### src/rtl/rf_wb_pkg.sv
// Shared types and default widths for the register-file writeback controller.
// Latency: n/a (declarations only).
// Backpressure: n/a.
package rf_wb_pkg;

   localparam int XLEN_DEFAULT  = 32;
   localparam int AW_DEFAULT    = 5;
   localparam int DEPTH_DEFAULT = 4;

   // One queued register write.
   typedef struct packed {
      logic [AW_DEFAULT-1:0]   rd;
      logic [XLEN_DEFAULT-1:0] data;
   } rf_wb_entry_t;

   // Result source; also the record of which source won the last conflict.
   typedef enum logic {
      SRC_ALU = 1'b0,
      SRC_LSU = 1'b1
   } rf_wb_src_e;

endpackage

### src/rtl/rf_wb_if.sv
// Bundle of result handshakes, RegFile write/read port signals and status.
// Latency: n/a (wires only).
// Backpressure: alu_ready/lsu_ready are driven by the slave (controller).
// Ports: master = producers/RegFile side, slave = rf_wb_ctrl.
interface rf_wb_if #(
   parameter int XLEN  = 32,
   parameter int AW    = 5,
   parameter int DEPTH = 4
);
   localparam int CW = $clog2(DEPTH) + 1;

   logic            alu_valid;
   logic            alu_ready;
   logic [AW-1:0]   alu_rd;
   logic [XLEN-1:0] alu_data;
   logic            lsu_valid;
   logic            lsu_ready;
   logic [AW-1:0]   lsu_rd;
   logic [XLEN-1:0] lsu_data;
   logic            wr_hold;
   logic [AW-1:0]   io_rf_wa;
   logic            io_rf_wen;
   logic [XLEN-1:0] io_rf_wd;
   logic [AW-1:0]   io_rf_ra1;
   logic [AW-1:0]   io_rf_ra2;
   logic [AW-1:0]   ra1;
   logic [AW-1:0]   ra2;
   logic [XLEN-1:0] rf_rd1;
   logic [XLEN-1:0] rf_rd2;
   logic [XLEN-1:0] rd1;
   logic [XLEN-1:0] rd2;
   logic [CW-1:0]   pending;
   logic            empty;

   modport slave (
      input  alu_valid, alu_rd, alu_data, lsu_valid, lsu_rd, lsu_data,
             wr_hold, ra1, ra2, rf_rd1, rf_rd2,
      output alu_ready, lsu_ready, io_rf_wa, io_rf_wen, io_rf_wd,
             io_rf_ra1, io_rf_ra2, rd1, rd2, pending, empty
   );

   modport master (
      output alu_valid, alu_rd, alu_data, lsu_valid, lsu_rd, lsu_data,
             wr_hold, ra1, ra2, rf_rd1, rf_rd2,
      input  alu_ready, lsu_ready, io_rf_wa, io_rf_wen, io_rf_wd,
             io_rf_ra1, io_rf_ra2, rd1, rd2, pending, empty
   );
endinterface

### src/rtl/rf_wb_fifo.sv
// In-order write queue: storage, head/tail pointers, count, per-slot valid.
// Latency: pushed entry visible at head one cycle after the push edge.
// Backpressure: none internally; caller must not push when full or pop when empty.
// Ports: push/push_rd/push_data, pop, head_rd/head_data, count, plus raw
//        slot contents, valid vector and head pointer for the bypass match.
module rf_wb_fifo #(
   parameter int XLEN  = 32,
   parameter int AW    = 5,
   parameter int DEPTH = 4,
   parameter int PTRW  = $clog2(DEPTH),
   parameter int CW    = $clog2(DEPTH) + 1
) (
   input  logic                       clk,
   input  logic                       reset_n,
   input  logic                       push,
   input  logic [AW-1:0]              push_rd,
   input  logic [XLEN-1:0]            push_data,
   input  logic                       pop,
   output logic [AW-1:0]              head_rd,
   output logic [XLEN-1:0]            head_data,
   output logic [CW-1:0]              count,
   output logic [DEPTH-1:0]           valid,
   output logic [PTRW-1:0]            head_ptr,
   output logic [DEPTH-1:0][AW-1:0]   slot_rd,
   output logic [DEPTH-1:0][XLEN-1:0] slot_data
);
   logic [PTRW-1:0]            head_q, head_d;
   logic [PTRW-1:0]            tail_q, tail_d;
   logic [CW-1:0]              count_q, count_d;
   logic [DEPTH-1:0]           valid_q, valid_d;
   logic [DEPTH-1:0][AW-1:0]   rd_mem_q, rd_mem_d;
   logic [DEPTH-1:0][XLEN-1:0] data_mem_q, data_mem_d;

   always_comb begin
      head_d     = head_q;
      tail_d     = tail_q;
      count_d    = count_q;
      valid_d    = valid_q;
      rd_mem_d   = rd_mem_q;
      data_mem_d = data_mem_q;
      if (push) begin
         rd_mem_d[tail_q]   = push_rd;
         data_mem_d[tail_q] = push_data;
         valid_d[tail_q]    = 1'b1;
         tail_d             = tail_q + 1'b1;   // DEPTH is a power of two: natural wrap
      end
      if (pop) begin
         valid_d[head_q] = 1'b0;
         head_d          = head_q + 1'b1;
      end
      case ({push, pop})
         2'b10:   count_d = count_q + 1'b1;
         2'b01:   count_d = count_q - 1'b1;
         default: count_d = count_q;
      endcase
   end

   always_ff @(posedge clk or negedge reset_n) begin
      if (!reset_n) begin
         head_q     <= '0;
         tail_q     <= '0;
         count_q    <= '0;
         valid_q    <= '0;
         rd_mem_q   <= '0;
         data_mem_q <= '0;
      end else begin
         head_q     <= head_d;
         tail_q     <= tail_d;
         count_q    <= count_d;
         valid_q    <= valid_d;
         rd_mem_q   <= rd_mem_d;
         data_mem_q <= data_mem_d;
      end
   end

   assign head_rd   = rd_mem_q[head_q];
   assign head_data = data_mem_q[head_q];
   assign count     = count_q;
   assign valid     = valid_q;
   assign head_ptr  = head_q;
   assign slot_rd   = rd_mem_q;
   assign slot_data = data_mem_q;
endmodule

### src/rtl/rf_wb_ctrl.sv
// Writeback controller: round-robin ALU/LSU results into a FIFO draining to RegFile.
// Latency: accepted at edge N, written at edge N+1 when queue empty and no wr_hold.
// Backpressure: *_ready low when full or losing arbitration; wr_hold stalls draining.
// Ports: clk, reset_n, bus (rf_wb_if.slave) carrying handshakes, RegFile port, status.
// Build option: define RF_WB_BYPASS_EN to forward queued data onto rd1/rd2.
module rf_wb_ctrl
   import rf_wb_pkg::*;
#(
   parameter int XLEN  = XLEN_DEFAULT,
   parameter int AW    = AW_DEFAULT,
   parameter int DEPTH = DEPTH_DEFAULT
) (
   input  logic  clk,
   input  logic  reset_n,
   rf_wb_if.slave bus
);
   localparam int PTRW = $clog2(DEPTH);
   localparam int CW   = $clog2(DEPTH) + 1;

   rf_wb_src_e                 last_grant_q, last_grant_d;
   logic                       full, conflict, alu_win, lsu_win;
   logic                       alu_rdy, lsu_rdy, alu_fire, lsu_fire;
   logic                       push, pop;
   logic [AW-1:0]              push_rd;
   logic [XLEN-1:0]            push_data;
   logic [AW-1:0]              head_rd;
   logic [XLEN-1:0]            head_data;
   logic [CW-1:0]              fifo_count;
   logic [DEPTH-1:0]           fifo_valid;
   logic [PTRW-1:0]            head_ptr;
   logic [DEPTH-1:0][AW-1:0]   slot_rd;
   logic [DEPTH-1:0][XLEN-1:0] slot_data;
   logic [XLEN-1:0]            fwd1, fwd2;

   rf_wb_fifo #(.XLEN(XLEN), .AW(AW), .DEPTH(DEPTH)) u_fifo (
      .clk       (clk),
      .reset_n   (reset_n),
      .push      (push),
      .push_rd   (push_rd),
      .push_data (push_data),
      .pop       (pop),
      .head_rd   (head_rd),
      .head_data (head_data),
      .count     (fifo_count),
      .valid     (fifo_valid),
      .head_ptr  (head_ptr),
      .slot_rd   (slot_rd),
      .slot_data (slot_data)
   );

   always_comb begin
      // A same-cycle pop never frees a slot for a push: full uses the registered count.
      full     = (fifo_count == CW'(DEPTH));
      conflict = bus.alu_valid && bus.lsu_valid;
      // Ready depends only on the other source's valid, so no valid->ready loop.
      alu_win  = !bus.lsu_valid || (last_grant_q == SRC_LSU);
      lsu_win  = !bus.alu_valid || (last_grant_q == SRC_ALU);
      alu_rdy  = reset_n && !full && alu_win;
      lsu_rdy  = reset_n && !full && lsu_win;
      alu_fire = bus.alu_valid && alu_rdy;
      lsu_fire = bus.lsu_valid && lsu_rdy;

      push      = 1'b0;
      push_rd   = bus.alu_rd;
      push_data = bus.alu_data;
      if (alu_fire) begin
         push = (bus.alu_rd != '0);   // x0 writes complete the handshake but are dropped
      end else if (lsu_fire) begin
         push      = (bus.lsu_rd != '0);
         push_rd   = bus.lsu_rd;
         push_data = bus.lsu_data;
      end

      pop = (fifo_count != '0) && !bus.wr_hold;

      last_grant_d = last_grant_q;
      if (conflict && !full) begin
         last_grant_d = alu_fire ? SRC_ALU : SRC_LSU;
      end
   end

   always_ff @(posedge clk or negedge reset_n) begin
      if (!reset_n) begin
         last_grant_q <= SRC_ALU;
      end else begin
         last_grant_q <= last_grant_d;
      end
   end

`ifdef RF_WB_BYPASS_EN
   logic [PTRW-1:0] slot;

   // Walk from oldest to youngest so the youngest matching entry wins.
   always_comb begin
      fwd1 = bus.rf_rd1;
      fwd2 = bus.rf_rd2;
      slot = '0;
      for (int i = 0; i < DEPTH; i++) begin
         slot = head_ptr + PTRW'(i);
         if (fifo_valid[slot] && (bus.ra1 != '0) && (slot_rd[slot] == bus.ra1)) begin
            fwd1 = slot_data[slot];
         end
         if (fifo_valid[slot] && (bus.ra2 != '0) && (slot_rd[slot] == bus.ra2)) begin
            fwd2 = slot_data[slot];
         end
      end
   end
`else
   logic unused_bypass;
   assign unused_bypass = ^{fifo_valid, head_ptr, slot_rd, slot_data};
   assign fwd1 = bus.rf_rd1;
   assign fwd2 = bus.rf_rd2;
`endif

   assign bus.alu_ready = alu_rdy;
   assign bus.lsu_ready = lsu_rdy;
   assign bus.io_rf_wen = pop;
   assign bus.io_rf_wa  = (fifo_count != '0) ? head_rd   : '0;
   assign bus.io_rf_wd  = (fifo_count != '0) ? head_data : '0;
   assign bus.io_rf_ra1 = bus.ra1;
   assign bus.io_rf_ra2 = bus.ra2;
   assign bus.rd1       = fwd1;
   assign bus.rd2       = fwd2;
   assign bus.pending   = fifo_count;
   assign bus.empty     = (fifo_count == '0);
endmodule

### src/flat_wrapper.sv
// flat-port wrapper written by rule: the top's interface ports become plain ports
module rf_wb_ctrl_flat import rf_wb_pkg::*;
#(
   parameter int XLEN  = XLEN_DEFAULT,
   parameter int AW    = AW_DEFAULT,
   parameter int DEPTH = DEPTH_DEFAULT
)
  (clk, reset_n, bus_alu_valid, bus_alu_rd, bus_alu_data, bus_lsu_valid, bus_lsu_rd, bus_lsu_data, bus_wr_hold, bus_ra1, bus_ra2, bus_rf_rd1, bus_rf_rd2, bus_alu_ready, bus_lsu_ready, bus_io_rf_wa, bus_io_rf_wen, bus_io_rf_wd, bus_io_rf_ra1, bus_io_rf_ra2, bus_rd1, bus_rd2, bus_pending, bus_empty);
  rf_wb_if #(.XLEN(XLEN), .AW(AW), .DEPTH(DEPTH)) bus_i ();
  input  logic clk;
  input  logic reset_n;
  input wire logic [$bits(bus_i.alu_valid)-1:0] bus_alu_valid;
  input wire logic [$bits(bus_i.alu_rd)-1:0] bus_alu_rd;
  input wire logic [$bits(bus_i.alu_data)-1:0] bus_alu_data;
  input wire logic [$bits(bus_i.lsu_valid)-1:0] bus_lsu_valid;
  input wire logic [$bits(bus_i.lsu_rd)-1:0] bus_lsu_rd;
  input wire logic [$bits(bus_i.lsu_data)-1:0] bus_lsu_data;
  input wire logic [$bits(bus_i.wr_hold)-1:0] bus_wr_hold;
  input wire logic [$bits(bus_i.ra1)-1:0] bus_ra1;
  input wire logic [$bits(bus_i.ra2)-1:0] bus_ra2;
  input wire logic [$bits(bus_i.rf_rd1)-1:0] bus_rf_rd1;
  input wire logic [$bits(bus_i.rf_rd2)-1:0] bus_rf_rd2;
  output wire logic [$bits(bus_i.alu_ready)-1:0] bus_alu_ready;
  output wire logic [$bits(bus_i.lsu_ready)-1:0] bus_lsu_ready;
  output wire logic [$bits(bus_i.io_rf_wa)-1:0] bus_io_rf_wa;
  output wire logic [$bits(bus_i.io_rf_wen)-1:0] bus_io_rf_wen;
  output wire logic [$bits(bus_i.io_rf_wd)-1:0] bus_io_rf_wd;
  output wire logic [$bits(bus_i.io_rf_ra1)-1:0] bus_io_rf_ra1;
  output wire logic [$bits(bus_i.io_rf_ra2)-1:0] bus_io_rf_ra2;
  output wire logic [$bits(bus_i.rd1)-1:0] bus_rd1;
  output wire logic [$bits(bus_i.rd2)-1:0] bus_rd2;
  output wire logic [$bits(bus_i.pending)-1:0] bus_pending;
  output wire logic [$bits(bus_i.empty)-1:0] bus_empty;
  assign bus_i.alu_valid = bus_alu_valid;
  assign bus_i.alu_rd = bus_alu_rd;
  assign bus_i.alu_data = bus_alu_data;
  assign bus_i.lsu_valid = bus_lsu_valid;
  assign bus_i.lsu_rd = bus_lsu_rd;
  assign bus_i.lsu_data = bus_lsu_data;
  assign bus_i.wr_hold = bus_wr_hold;
  assign bus_i.ra1 = bus_ra1;
  assign bus_i.ra2 = bus_ra2;
  assign bus_i.rf_rd1 = bus_rf_rd1;
  assign bus_i.rf_rd2 = bus_rf_rd2;
  assign bus_alu_ready = bus_i.alu_ready;
  assign bus_lsu_ready = bus_i.lsu_ready;
  assign bus_io_rf_wa = bus_i.io_rf_wa;
  assign bus_io_rf_wen = bus_i.io_rf_wen;
  assign bus_io_rf_wd = bus_i.io_rf_wd;
  assign bus_io_rf_ra1 = bus_i.io_rf_ra1;
  assign bus_io_rf_ra2 = bus_i.io_rf_ra2;
  assign bus_rd1 = bus_i.rd1;
  assign bus_rd2 = bus_i.rd2;
  assign bus_pending = bus_i.pending;
  assign bus_empty = bus_i.empty;
  rf_wb_ctrl #(.XLEN(XLEN), .AW(AW), .DEPTH(DEPTH)) u_core (.clk(clk), .reset_n(reset_n), .bus(bus_i));
endmodule
### config.mk
export PLATFORM = sky130hd
export DESIGN_NAME = rf_wb_ctrl_flat
export DESIGN_NICKNAME = d
export VERILOG_FILES = /design/src/rtl/rf_wb_pkg.sv /design/src/rtl/rf_wb_if.sv /design/src/rtl/rf_wb_fifo.sv /design/src/rtl/rf_wb_ctrl.sv /design/src/flat_wrapper.sv
export SDC_FILE = /design/constraint.sdc
export NUM_CORES = 1
export LEC_CHECK = 0
export BUFFER_PORTS_ARGS = -buffer_cell sky130_fd_sc_hd__buf_2
export CORE_ASPECT_RATIO = 0.7
export CORE_MARGIN = 10
export CORE_UTILIZATION = 52
export DETAILED_ROUTE_END_ITERATION = 16
export PLACE_DENSITY = 0.81
export SYNTH_ARGS = -nofsm -noshare
export SYNTH_HDL_FRONTEND = slang
export SYNTH_HIERARCHICAL = 1
export SYNTH_SLANG_ARGS = --single-unit
export TNS_END_PERCENT = 10
### constraint.sdc
create_clock -name clk -period 3.3 [get_ports clk]
set_clock_uncertainty 0.05 [all_clocks]
set_input_delay 0.165 -clock clk [delete_from_list [all_inputs] [get_ports clk]]
set_output_delay 0.165 -clock clk [all_outputs]
set_load 0.005 [all_outputs]
==> impl_table.tex, run 1 <==
\begin{tabular}{lr}
\hline
Metric & Value \\
\hline
\multicolumn{2}{l}{\textbf{Synth}} \\
Cells after Synth & 563 \\
Net count of the mapped netlist & between 700 and 800 \\
Post-synthesis instance area & $\sim$0.0086 mm² \\
Synthesis Warnings & 6 \\
Post-synthesis average cell area & approximately 15 µm² \\
\multicolumn{2}{l}{\textbf{CTS}} \\
CTS clock-pin slew for the worst setup and hold paths & 60 ps \\
H-tree levels & 4 \\
Clock insertion delay at the later pin of the skew report & 410 ps \\
Number of clock sinks seen by CTS & 156 \\
Root buffer cell & sky130\_fd\_sc\_hd\_\_clkbuf\_16 \\
Max Root-Sink Buffers & 2 \\
Cts bufs inserted & 17 \\
CTS tree & yes \\
\multicolumn{2}{l}{\textbf{Place}} \\
Setup slack at placement & 847 ps \\
Number of placed cells counting well taps & 814 \\
Count of input and output buffers & approximately 120 \\
RePlAce Congestion & around 0.76 \\
Sum of net half-perimeters after detailed placement & approximately 12000 µm \\
\multicolumn{2}{l}{\textbf{Setup path}} \\
Worst EP required & 3080 ps \\
Slowest cell delay on critical path & 1040 ps \\
Worst setup path start & u\_core/u\_fifo/head\_ptr[1] \\
Critical path arrival & 2250 ps \\
Cells along the critical path & mux4\_2 > nor2b\_1 > buf\_2 \\
Endpoint kind of the worst setup timing path & primary output \\
Slowest cell on the critical path & sky130\_fd\_sc\_hd\_\_dfrtp\_2 \\
Kind of start point of the critical path & flip-flop \\
Critical path class & flip-flop to primary output \\
Crit-path leading delay family & flip-flops \\
Start of the worst register-to-register path & u\_core/u\_fifo/count[0] \\
Biggest fanout along the worst timing path & 38 \\
Buffers \& Inverters on Critical Path & 1 \\
\multicolumn{2}{l}{\textbf{Floorplanning}} \\
Std-Cell Rows & 39 \\
Chip Height & roughly 130 µm \\
Die Footprint & 0.0222 mm² \\
Total I/O pin count & approximately 270 \\
Floorplan Core Area & 0.0163 mm² \\
Die extent in x & 174 µm \\
Initial core utilization & 52.9\% \\
\multicolumn{2}{l}{\textbf{STA}} \\
Total count of max-transition violations in the final report & 0 \\
Sum of negative setup slack & 0 ps \\
Achievable frequency & 406 MHz \\
Slew @ Worst Pin & 1020 ps \\
PnR worst setup slack & 839 ps \\
Final hold violation count & 0 \\
Final period util & 74.6\% \\
Final min period & 2460 ps \\
Tightest slew margin relative to the limit & about a third \\
Setup repair after global routing missed its margin & no \\
Total of endpoints with negative setup slack in the final report & 0 \\
\multicolumn{2}{l}{\textbf{Routing}} \\
Average via count per standard cell & 5.52 \\
DR WL/cell & 21.4 µm \\
Number of antenna-violating nets in the routed design & 0 \\
Drt first pass iters & 4 \\
Total detailed-routing wirelength & 18100 µm \\
DRC & 0 \\
Total via count in the routed design & roughly 4700 \\
DRC marker count from the first detailed-route iteration & approximately 280 \\
\multicolumn{2}{l}{\textbf{Global route}} \\
Global-route total usage across every layer & around 17\% \\
Number of global-route vias before repair & around 5300 \\
Maximum number of pins on one net before global-route repair & 74 \\
Busiest grt layer & met2 \\
Initial antenna violation count & 1 \\
Met3 global-route usage & 4.62\% \\
Global-route wire length before repair & 29200 µm \\
GR Util met2 & 26.7\% \\
Met1 Usage GRT & 20.8\% \\
Final global-route overflow total & 0 \\
\multicolumn{2}{l}{\textbf{Power}} \\
Fraction of power spent switching nets & 31.4\% \\
Part of the total power dissipated in combinational logic & 43.2\% \\
Sequential fraction of design power & a little under two fifths \\
Clk network pwr share & 19.6\% \\
Power after layout & 0.00958 W \\
Leak Pwr & 4.47 nW \\
Max VDD drop & 0.417 mV \\
Switching pwr & approximately 0.003 W \\
Total internal power & 0.00657 W \\
Power density over cell area & 1020 mW/mm² \\
\multicolumn{2}{l}{\textbf{Cells and area}} \\
Synthesis-to-layout area growth & 8.48\% \\
Number of standard cells in the final layout excluding fillers & 848 \\
Fill count & 1307 \\
Net count, final & 769 \\
Share of cells above drive strength 1 & 63.5\% \\
\multicolumn{2}{l}{\textbf{Status}} \\
Run status & finished, final reports clean \\
\multicolumn{2}{l}{\textbf{Worst hold path}} \\
Launch instance of the worst min-delay path & bus\_wr\_hold \\
Kind of path behind the tightest hold check & input port to flip-flop \\
\multicolumn{2}{l}{\textbf{Flow run}} \\
Max Cap Violations & 0 \\
\hline
\end{tabular}
-- flip-flops by register name, indices dropped and copies added, names as in the netlist --
register	cells
u_core/last_grant_q	1
u_core/u_fifo/count	3
u_core/u_fifo/head_ptr	2
u_core/u_fifo/slot_data	128
u_core/u_fifo/slot_rd	20
u_core/u_fifo/tail_q	2
-- repair_timing --
item                       CTS  global route
setup endpoints to repair    0             0
buffers inserted             0             0
hold endpoints to repair    32             0
hold buffers                 1             0
gates resized for setup      0             0
-- power by group through the flow --
stage / logic, W / registers, W / clock network (W)
final: 0.00414 / 0.00356 / 0.00188
after global routing: 0.00450 / 0.00369 / 0.00199
after CTS: 0.00421 / 0.00356 / 0.00190
after detailed placement: 0.00419 / 0.00357 / 0
after global placement: 0.00405 / 0.00347 / 0
after floorplan: 0.00331 / 0.00325 / 0
-- placed cells by master, fill, tap and decap left out, types with 5 or more instances in the layout --
| master | count |
|---|---|
| sky130_fd_sc_hd__ha_1 | 6 |
| sky130_fd_sc_hd__mux2_4 | 90 |
| sky130_fd_sc_hd__clkinv_4 | 5 |
| sky130_fd_sc_hd__mux2_2 | 97 |
| sky130_fd_sc_hd__mux4_2 | 37 |
| sky130_fd_sc_hd__inv_1 | 7 |
| sky130_fd_sc_hd__clkbuf_16 | 17 |
| sky130_fd_sc_hd__buf_2 | 121 |
| sky130_fd_sc_hd__nor2b_1 | 37 |
| sky130_fd_sc_hd__dfrtp_1 | 154 |
-- per-stage QoR --
step	hold slack, ps	utilization, %	instance area (µm²)
after detailed placement	31.4	53.7	8760
after global placement	20.5	53.7	8760
after global routing	79.9	57.3	9350
final	63.3	57.4	9350
after CTS	62.7	57.3	9350
after floorplan	-181	-	8620
-- metal layers --
metal / vias up / share of wire (%)
met1: 2450 / 44
met3: 48 / 6.7
met5: - / 0
li1: 2030 / -
met4: 0 / 1.9
met2: 157 / 48
-- final timing paths --
check | cells after the start | slack [ps] | endpoint
worst max register to register | 4 | 850 | u_core/u_fifo/slot_rd[19]
worst min register to register | 1 | 450 | u_core/u_fifo/slot_data[91]
worst min-delay path | 4 | 60 | u_core/u_fifo/head_ptr[1]
worst max-delay path | 3 | 840 | bus_io_rf_wd[26]
min in group asynchronous | 2 | 180 | u_core/last_grant_q
max in group asynchronous | 3 | 1740 | u_core/u_fifo/head_ptr[1]
-- worst min-delay path, delay by kind of cell --
family	cells	cell delay, ps
buffers and inverters	1	90
and+or+nand+nor	2	150
AOI/OAI and AO/OA	1	60
-- cell type report --
class	count	area [µm²]	area share [%]
diodes	1	2.50	0.0268
multi-input cells	297	3840	41.1
inverters	7	26.3	0.281
flip-flops and latches	156	3910	41.8
repair buffers	130	717	7.67
clock inverters	14	136	1.46
well taps	225	282	3.01
clock buffers	18	439	4.70
No activity file was read; power rests on OpenSTA's default activity.
==> inputs of run 2 (changes only) <==
Clock period 3.3 ns to 2.3 ns, I/O delays scaled along.
==> impl_table.tex, run 2 (same netlist as run 1, synthesis figures left out) <==
\begin{tabular}{lr}
\hline
Metric & Value \\
\hline
\multicolumn{2}{l}{\textbf{Status}} \\
Run status & finished, final reports clean \\
\multicolumn{2}{l}{\textbf{Place}} \\
Sum of net half-perimeters after detailed placement & $\sim$13000 µm \\
Number of placed cells counting well taps & 831 \\
Total placed instance area & 0.00901 mm² \\
Count of input and output buffers & between 100 and 150 \\
RePlAce Congestion & 0.788 \\
\multicolumn{2}{l}{\textbf{Worst hold path}} \\
Launch instance of the worst min-delay path & bus\_lsu\_data[5] \\
Kind of path behind the tightest hold check & input port to flip-flop \\
Worst-case hold path end point & u\_core/u\_fifo/slot\_data[101] \\
Worst hold stages & 3 \\
\multicolumn{2}{l}{\textbf{Floorplanning}} \\
Total I/O pin count & 271 \\
Die Footprint & $\sim$0.022 mm² \\
Chip Height & 128 µm \\
Std-Cell Rows & 39 \\
Initial core utilization & 52.9\% \\
Die extent in x & 174 µm \\
Floorplan Core Area & roughly 0.016 mm² \\
\multicolumn{2}{l}{\textbf{Setup path}} \\
Kind of start point of the critical path & flip-flop \\
Slowest cell on the critical path & sky130\_fd\_sc\_hd\_\_dfrtp\_1 \\
Worst EP required & 2550 ps \\
Reg2reg path depth & 9 \\
Endpoint kind of the worst setup timing path & flip-flop \\
Cells along the critical path & a21boi\_4 > o21ai\_0 > a21oi\_2 > inv\_1 > ha\_1 > fa\_1 > xnor2\_1 > nor2\_1 > xor2\_1 \\
Buffers \& Inverters on Critical Path & 1 \\
Start of the worst register-to-register path & u\_core/last\_grant\_q \\
Biggest fanout along the worst timing path & 6 \\
Crit-path leading delay family & adder cells \\
End of the worst register-to-register path & u\_core/u\_fifo/count[2] \\
Critical path class & flip-flop to flip-flop \\
Critical path arrival & 2440 ps \\
Reg2Reg Setup Slack & 110 ps \\
Slowest cell delay on critical path & 450 ps \\
\multicolumn{2}{l}{\textbf{Routing}} \\
Average via count per standard cell & $\sim$5.4 \\
DRC marker count from the first detailed-route iteration & $\sim$260 \\
Drt first pass iters & 6 \\
Total via count in the routed design & 4702 \\
DR WL/cell & 21.0 µm \\
Number of antenna-violating nets in the routed design & 0 \\
DRC & 0 \\
Total detailed-routing wirelength & 18200 µm \\
\multicolumn{2}{l}{\textbf{STA}} \\
Total count of max-transition violations in the final report & 0 \\
Setup repair after global routing missed its margin & no \\
Final hold violation count & 0 \\
Achievable frequency & roughly 460 MHz \\
Total of endpoints with negative setup slack in the final report & 0 \\
Slew @ Worst Pin & 880 ps \\
Tightest slew margin relative to the limit & between 40\% and 50\% \\
Final period util & 95.2\% \\
Sum of negative setup slack & 0 ps \\
Final min period & about 2200 ps \\
\multicolumn{2}{l}{\textbf{Power}} \\
Clk network pwr share & 19.6\% \\
Leak Pwr & 4.62 nW \\
Part of the total power dissipated in combinational logic & 45.2\% \\
Fraction of power spent switching nets & between 30\% and 40\% \\
Max VDD drop & 0.649 mV \\
Switching pwr & 0.00454 W \\
Total internal power & roughly 0.0095 W \\
Power density over cell area & 1470 mW/mm² \\
Power after layout & 0.0141 W \\
Sequential fraction of design power & 35.2\% \\
\multicolumn{2}{l}{\textbf{CTS}} \\
Clock insertion delay at the later pin of the skew report & between 400 and 500 ps \\
Cts bufs inserted & 17 \\
CTS clock-pin slew for the worst setup and hold paths & 70 ps \\
Root buffer cell & sky130\_fd\_sc\_hd\_\_clkbuf\_16 \\
H-tree levels & 4 \\
Post-CTS setup-driven buffer insertion count & 0 \\
Number of clock sinks seen by CTS & 156 \\
CTS tree & yes \\
Max Root-Sink Buffers & 2 \\
\multicolumn{2}{l}{\textbf{Cells and area}} \\
Number of standard cells in the final layout excluding fillers & around 860 \\
Most common cell after layout, fill and taps aside & sky130\_fd\_sc\_hd\_\_dfrtp\_1 \\
Fill count & around 1300 \\
Number of flip-flops in the largest register & approximately 130 \\
Net count, final & between 700 and 800 \\
Share of cells above drive strength 1 & 64.6\% \\
Synthesis-to-layout area growth & 11.5\% \\
Post-Layout Inst Area & $\sim$0.0096 mm² \\
Commonest cells after routing, fill and taps aside & sky130\_fd\_sc\_hd\_\_dfrtp\_1 (154), sky130\_fd\_sc\_hd\_\_buf\_2 (121), sky130\_fd\_sc\_hd\_\_mux2\_2 (97) \\
Final antenna diode count & 0 \\
\multicolumn{2}{l}{\textbf{Global route}} \\
Final global-route overflow total & 0 \\
Global-route wire length before repair & between 20000 and 30000 µm \\
Initial antenna violation count & 0 \\
Global-route total usage across every layer & roughly 17\% \\
Maximum number of pins on one net before global-route repair & 158 \\
Number of global-route vias before repair & 5469 \\
\multicolumn{2}{l}{\textbf{Flow run}} \\
Max Cap Violations & 0 \\
\hline
\end{tabular}
==> run 2: cell types whose count changed in the layout (fill, tap and decap cells not counted), moves of 2 or more <==
cell,delta
sky130_fd_sc_hd__buf_12,+9
sky130_fd_sc_hd__buf_4,+8
sky130_fd_sc_hd__clkinv_4,-3
sky130_fd_sc_hd__clkinv_8,+2
sky130_fd_sc_hd__clkinvlp_4,-3
sky130_fd_sc_hd__inv_8,+7
==> run 2: cell type report <==
cell class / instances / area [µm²] / area share [%]
clock buffer: 17 / 425 / 4.43
multi-input combinational: 297 / 3850 / 40.1
clock inverter: 15 / 164 / 1.71
sequential: 156 / 3910 / 40.7
tap: 225 / 282 / 2.93
inverter: 7 / 26.3 / 0.273
timing repair buffer: 147 / 957 / 9.96
==> run 2: per-stage QoR <==
step	util, %	worst slack [ps]	hold slack, ps
after floorplan	-	21.3	-231
after global placement	55.3	156	180
after detailed placement	55.3	81.5	180
after CTS	59.0	95.2	11.6
after global routing	59.0	13.4	25.7
final	59.0	111	31.4
==> run 2: routing by layer <==
layer / GRT usage, % / vias to the layer above / share of wire (%)
li1: - / 2067 / -
met1: 22.1 / 2469 / 47
met2: 26.1 / 132 / 47
met3: 5.00 / 34 / 4.8
met4: 3.76 / 0 / 1.2
met5: 0 / - / 0
==> run 2: worst max-delay path by stage <==
stage / startpoint / endpoint / slack [ps] / cells past startpoint
finish: u_core/last_grant_q / u_core/u_fifo/count[2] / 110 / 9
global route: u_core/u_fifo/count[1] / bus_io_rf_wd[17] / 10 / 5
CTS: u_core/u_fifo/count[1] / bus_io_rf_wd[17] / 100 / 5
detailed placement: bus_lsu_rd[2] / u_core/u_fifo/count[1] / 80 / 8
global placement: bus_alu_rd[2] / u_core/u_fifo/count[1] / 160 / 8
floorplan: u_core/u_fifo/count[2] / u_core/u_fifo/count[2] / 20 / 10
==> run 2: repair_timing <==
| action | CTS | global route |
|---|---|---|
| hold endpoints to repair | 156 | 0 |
| hold buffers | 1 | 0 |
| gates resized for setup | 0 | 0 |
==> run 2: power by group through the flow <==
stage          Combinational, W  Clock (W)  Sequential, W
2_1_floorplan           0.00476          0        0.00467
3_3_place_gp            0.00624          0        0.00483
3_5_place_dp            0.00643          0        0.00498
4_1_cts                 0.00649    0.00282        0.00495
5_1_grt                 0.00691    0.00295        0.00513
6_report                0.00637    0.00277        0.00496
==> run 2: worst min-delay path: cells and delay by family <==
| kind | cells | cell delay, ps |
|---|---|---|
| buffers and inverters | 1 | 70 |
| muxes | 2 | 280 |
==> inputs of run 3 (changes only) <==
Settings changed: RECOVER_POWER set to 100.
==> impl_table.tex, run 3 (same netlist as run 1, synthesis figures left out) <==
\begin{tabular}{lr}
\hline
Metric & Value \\
\hline
\multicolumn{2}{l}{\textbf{Setup path}} \\
Kind of start point of the critical path & flip-flop \\
Worst EP required & 2550 ps \\
Biggest fanout along the worst timing path & 15 \\
Crit-path leading delay family & simple AND/OR/NAND/NOR gates \\
Critical path arrival & 2470 ps \\
Endpoint kind of the worst setup timing path & flip-flop \\
Critical path class & flip-flop to flip-flop \\
Cells along the critical path & or3b\_4 > nand2\_1 > a21oi\_2 > buf\_4 > nand2\_4 > buf\_6 > mux2\_4 \\
Slowest cell delay on critical path & 430 ps \\
Slowest cell on the critical path & sky130\_fd\_sc\_hd\_\_or3b\_4 \\
Buffers \& Inverters on Critical Path & 2 \\
\multicolumn{2}{l}{\textbf{Power}} \\
Max VDD drop & 0.645 mV \\
Power density over cell area & around 1500 mW/mm² \\
Power after layout & approximately 0.014 W \\
Leak Pwr & about 4.3 nW \\
\multicolumn{2}{l}{\textbf{Cells and area}} \\
Fill count & 1363 \\
Number of flip-flops in the largest register & 128 \\
Synthesis-to-layout area growth & 7.96\% \\
Most common cell after layout, fill and taps aside & sky130\_fd\_sc\_hd\_\_dfrtp\_1 \\
Share of cells above drive strength 1 & between 50 and 60\% \\
Commonest cells after routing, fill and taps aside & sky130\_fd\_sc\_hd\_\_dfrtp\_1 (154), sky130\_fd\_sc\_hd\_\_mux2\_2 (92), sky130\_fd\_sc\_hd\_\_buf\_2 (82) \\
Final antenna diode count & 0 \\
Final cell utilization of the core & 57.1\% \\
Net count, final & 786 \\
\multicolumn{2}{l}{\textbf{Place}} \\
RePlAce Congestion & 0.788 \\
Sum of net half-perimeters after detailed placement & 12600 µm \\
Setup slack at placement & 81.5 ps \\
Count of input and output buffers & 122 \\
\multicolumn{2}{l}{\textbf{CTS}} \\
Max Root-Sink Buffers & 2 \\
Post-CTS setup-driven buffer insertion count & 0 \\
Root buffer cell & sky130\_fd\_sc\_hd\_\_clkbuf\_16 \\
Number of clock sinks seen by CTS & 156 \\
Number of hold buffers added after cts & 1 \\
CTS tree & yes \\
Clock insertion delay at the later pin of the skew report & between 400 and 500 ps \\
CTS clock-pin slew for the worst setup and hold paths & 70 ps \\
Resized cells post-CTS & 0 \\
Cts bufs inserted & 17 \\
H-tree levels & 4 \\
\multicolumn{2}{l}{\textbf{STA}} \\
Tightest slew margin relative to the limit & about 5.7\% \\
Sum of negative setup slack & 0 ps \\
Final min period & roughly 2200 ps \\
Final hold violation count & 0 \\
Slew @ Worst Pin & 1410 ps \\
Final period util & between 90\% and 100\% \\
Total of endpoints with negative setup slack in the final report & 0 \\
Setup repair after global routing missed its margin & no \\
Achievable frequency & 451 MHz \\
PnR worst setup slack & 81.7 ps \\
Total count of max-transition violations in the final report & 0 \\
\multicolumn{2}{l}{\textbf{Routing}} \\
DR WL/cell & 21.0 µm \\
Drt first pass iters & 5 \\
Top layer used by detailed routing & met4 \\
Met2 wire length & 8590 µm \\
Number of antenna-violating nets in the routed design & 0 \\
Wire length on met3 & roughly 1000 µm \\
Length of routed wiring on met1 & 8320 µm \\
Total via count in the routed design & 4700 \\
Total detailed-routing wirelength & around 18000 µm \\
Average via count per standard cell & $\sim$5.4 \\
DRC marker count from the first detailed-route iteration & 308 \\
DRC & 0 \\
\multicolumn{2}{l}{\textbf{Status}} \\
Run status & finished, final reports clean \\
\multicolumn{2}{l}{\textbf{Floorplanning}} \\
Std-Cell Rows & 39 \\
Die extent in x & 174 µm \\
Die Footprint & roughly 0.022 mm² \\
Initial core utilization & 52.9\% \\
Chip Height & 128 µm \\
Total I/O pin count & approximately 270 \\
Floorplan Core Area & 0.0163 mm² \\
\multicolumn{2}{l}{\textbf{Global route}} \\
Initial antenna violation count & 0 \\
Number of global-route vias before repair & 5469 \\
Global-route wire length before repair & between 20000 and 30000 µm \\
Final global-route overflow total & 0 \\
Global-route total usage across every layer & between 10\% and 20\% \\
Maximum number of pins on one net before global-route repair & about 160 \\
\multicolumn{2}{l}{\textbf{Flow run}} \\
Max Cap Violations & 0 \\
\multicolumn{2}{l}{\textbf{Worst hold path}} \\
Kind of path behind the tightest hold check & input port to flip-flop \\
\hline
\end{tabular}
run 3: changes by cell type in the layout (fill, tap and decap cells not counted), sizes merged:
cell,change
buf,-45
clkbuf,+45
run 3: path summary, 6_finish.rpt:
path | to | start | slack [ps] | depth (start not counted)
worst max-delay path | u_core/u_fifo/slot_rd[0] | u_core/u_fifo/count[1] | 80 | 7
worst min-delay path | u_core/u_fifo/slot_data[43] | bus_lsu_data[11] | 30 | 3
worst max register to register | u_core/u_fifo/slot_rd[0] | u_core/u_fifo/count[1] | 80 | 7
worst min register to register | u_core/u_fifo/slot_data[52] | u_core/u_fifo/slot_data[52] | 440 | 1
max in group asynchronous | u_core/u_fifo/head_ptr[0] | reset_n | 550 | 3
min in group asynchronous | u_core/last_grant_q | reset_n | 600 | 3
run 3: power by group:
part / internal (W) / total (W) / switching (W)
combinational: 0.00349 / 0.00589 / 0.00239
clock: 0.00147 / 0.00276 / 0.00130
sequential: 0.00415 / 0.00494 / 0.000796
run 3: stage by stage:
step / cell area, µm² / hold slack (ps) / instances
finish: 9300 / 25.4 / 864
global route: 9300 / 25.1 / 864
CTS: 9610 / 11.6 / 864
detailed placement: 9010 / 180 / 831
global placement: 9010 / 180 / 831
floorplan: 8630 / -231 / 563
run 3: routing by layer:
metal | global-route usage [%] | up-vias
met5 | 0 | -
met4 | 3.76 | 0
met3 | 5.00 | 34
met2 | 26.1 | 141
met1 | 22.1 | 2461
li1 | - | 2064
run 3: worst min-delay path, stage by stage:
cell and delay, ps:
sky130_fd_sc_hd__buf_2 70, sky130_fd_sc_hd__mux2_4 150, sky130_fd_sc_hd__mux2_1 120
run 3: area by class of cell:
class                           instances  area [µm²]  area share (%)
Clock buffer                           17         425            4.57
Clock inverter                         15         164            1.76
Inverter                                7        26.3           0.282
Multi-Input combinational cell        297        3670            39.5
Sequential cell                       156        3910            42.0
Tap cell                              225         282            3.03
Timing Repair Buffer                  147         825            8.86
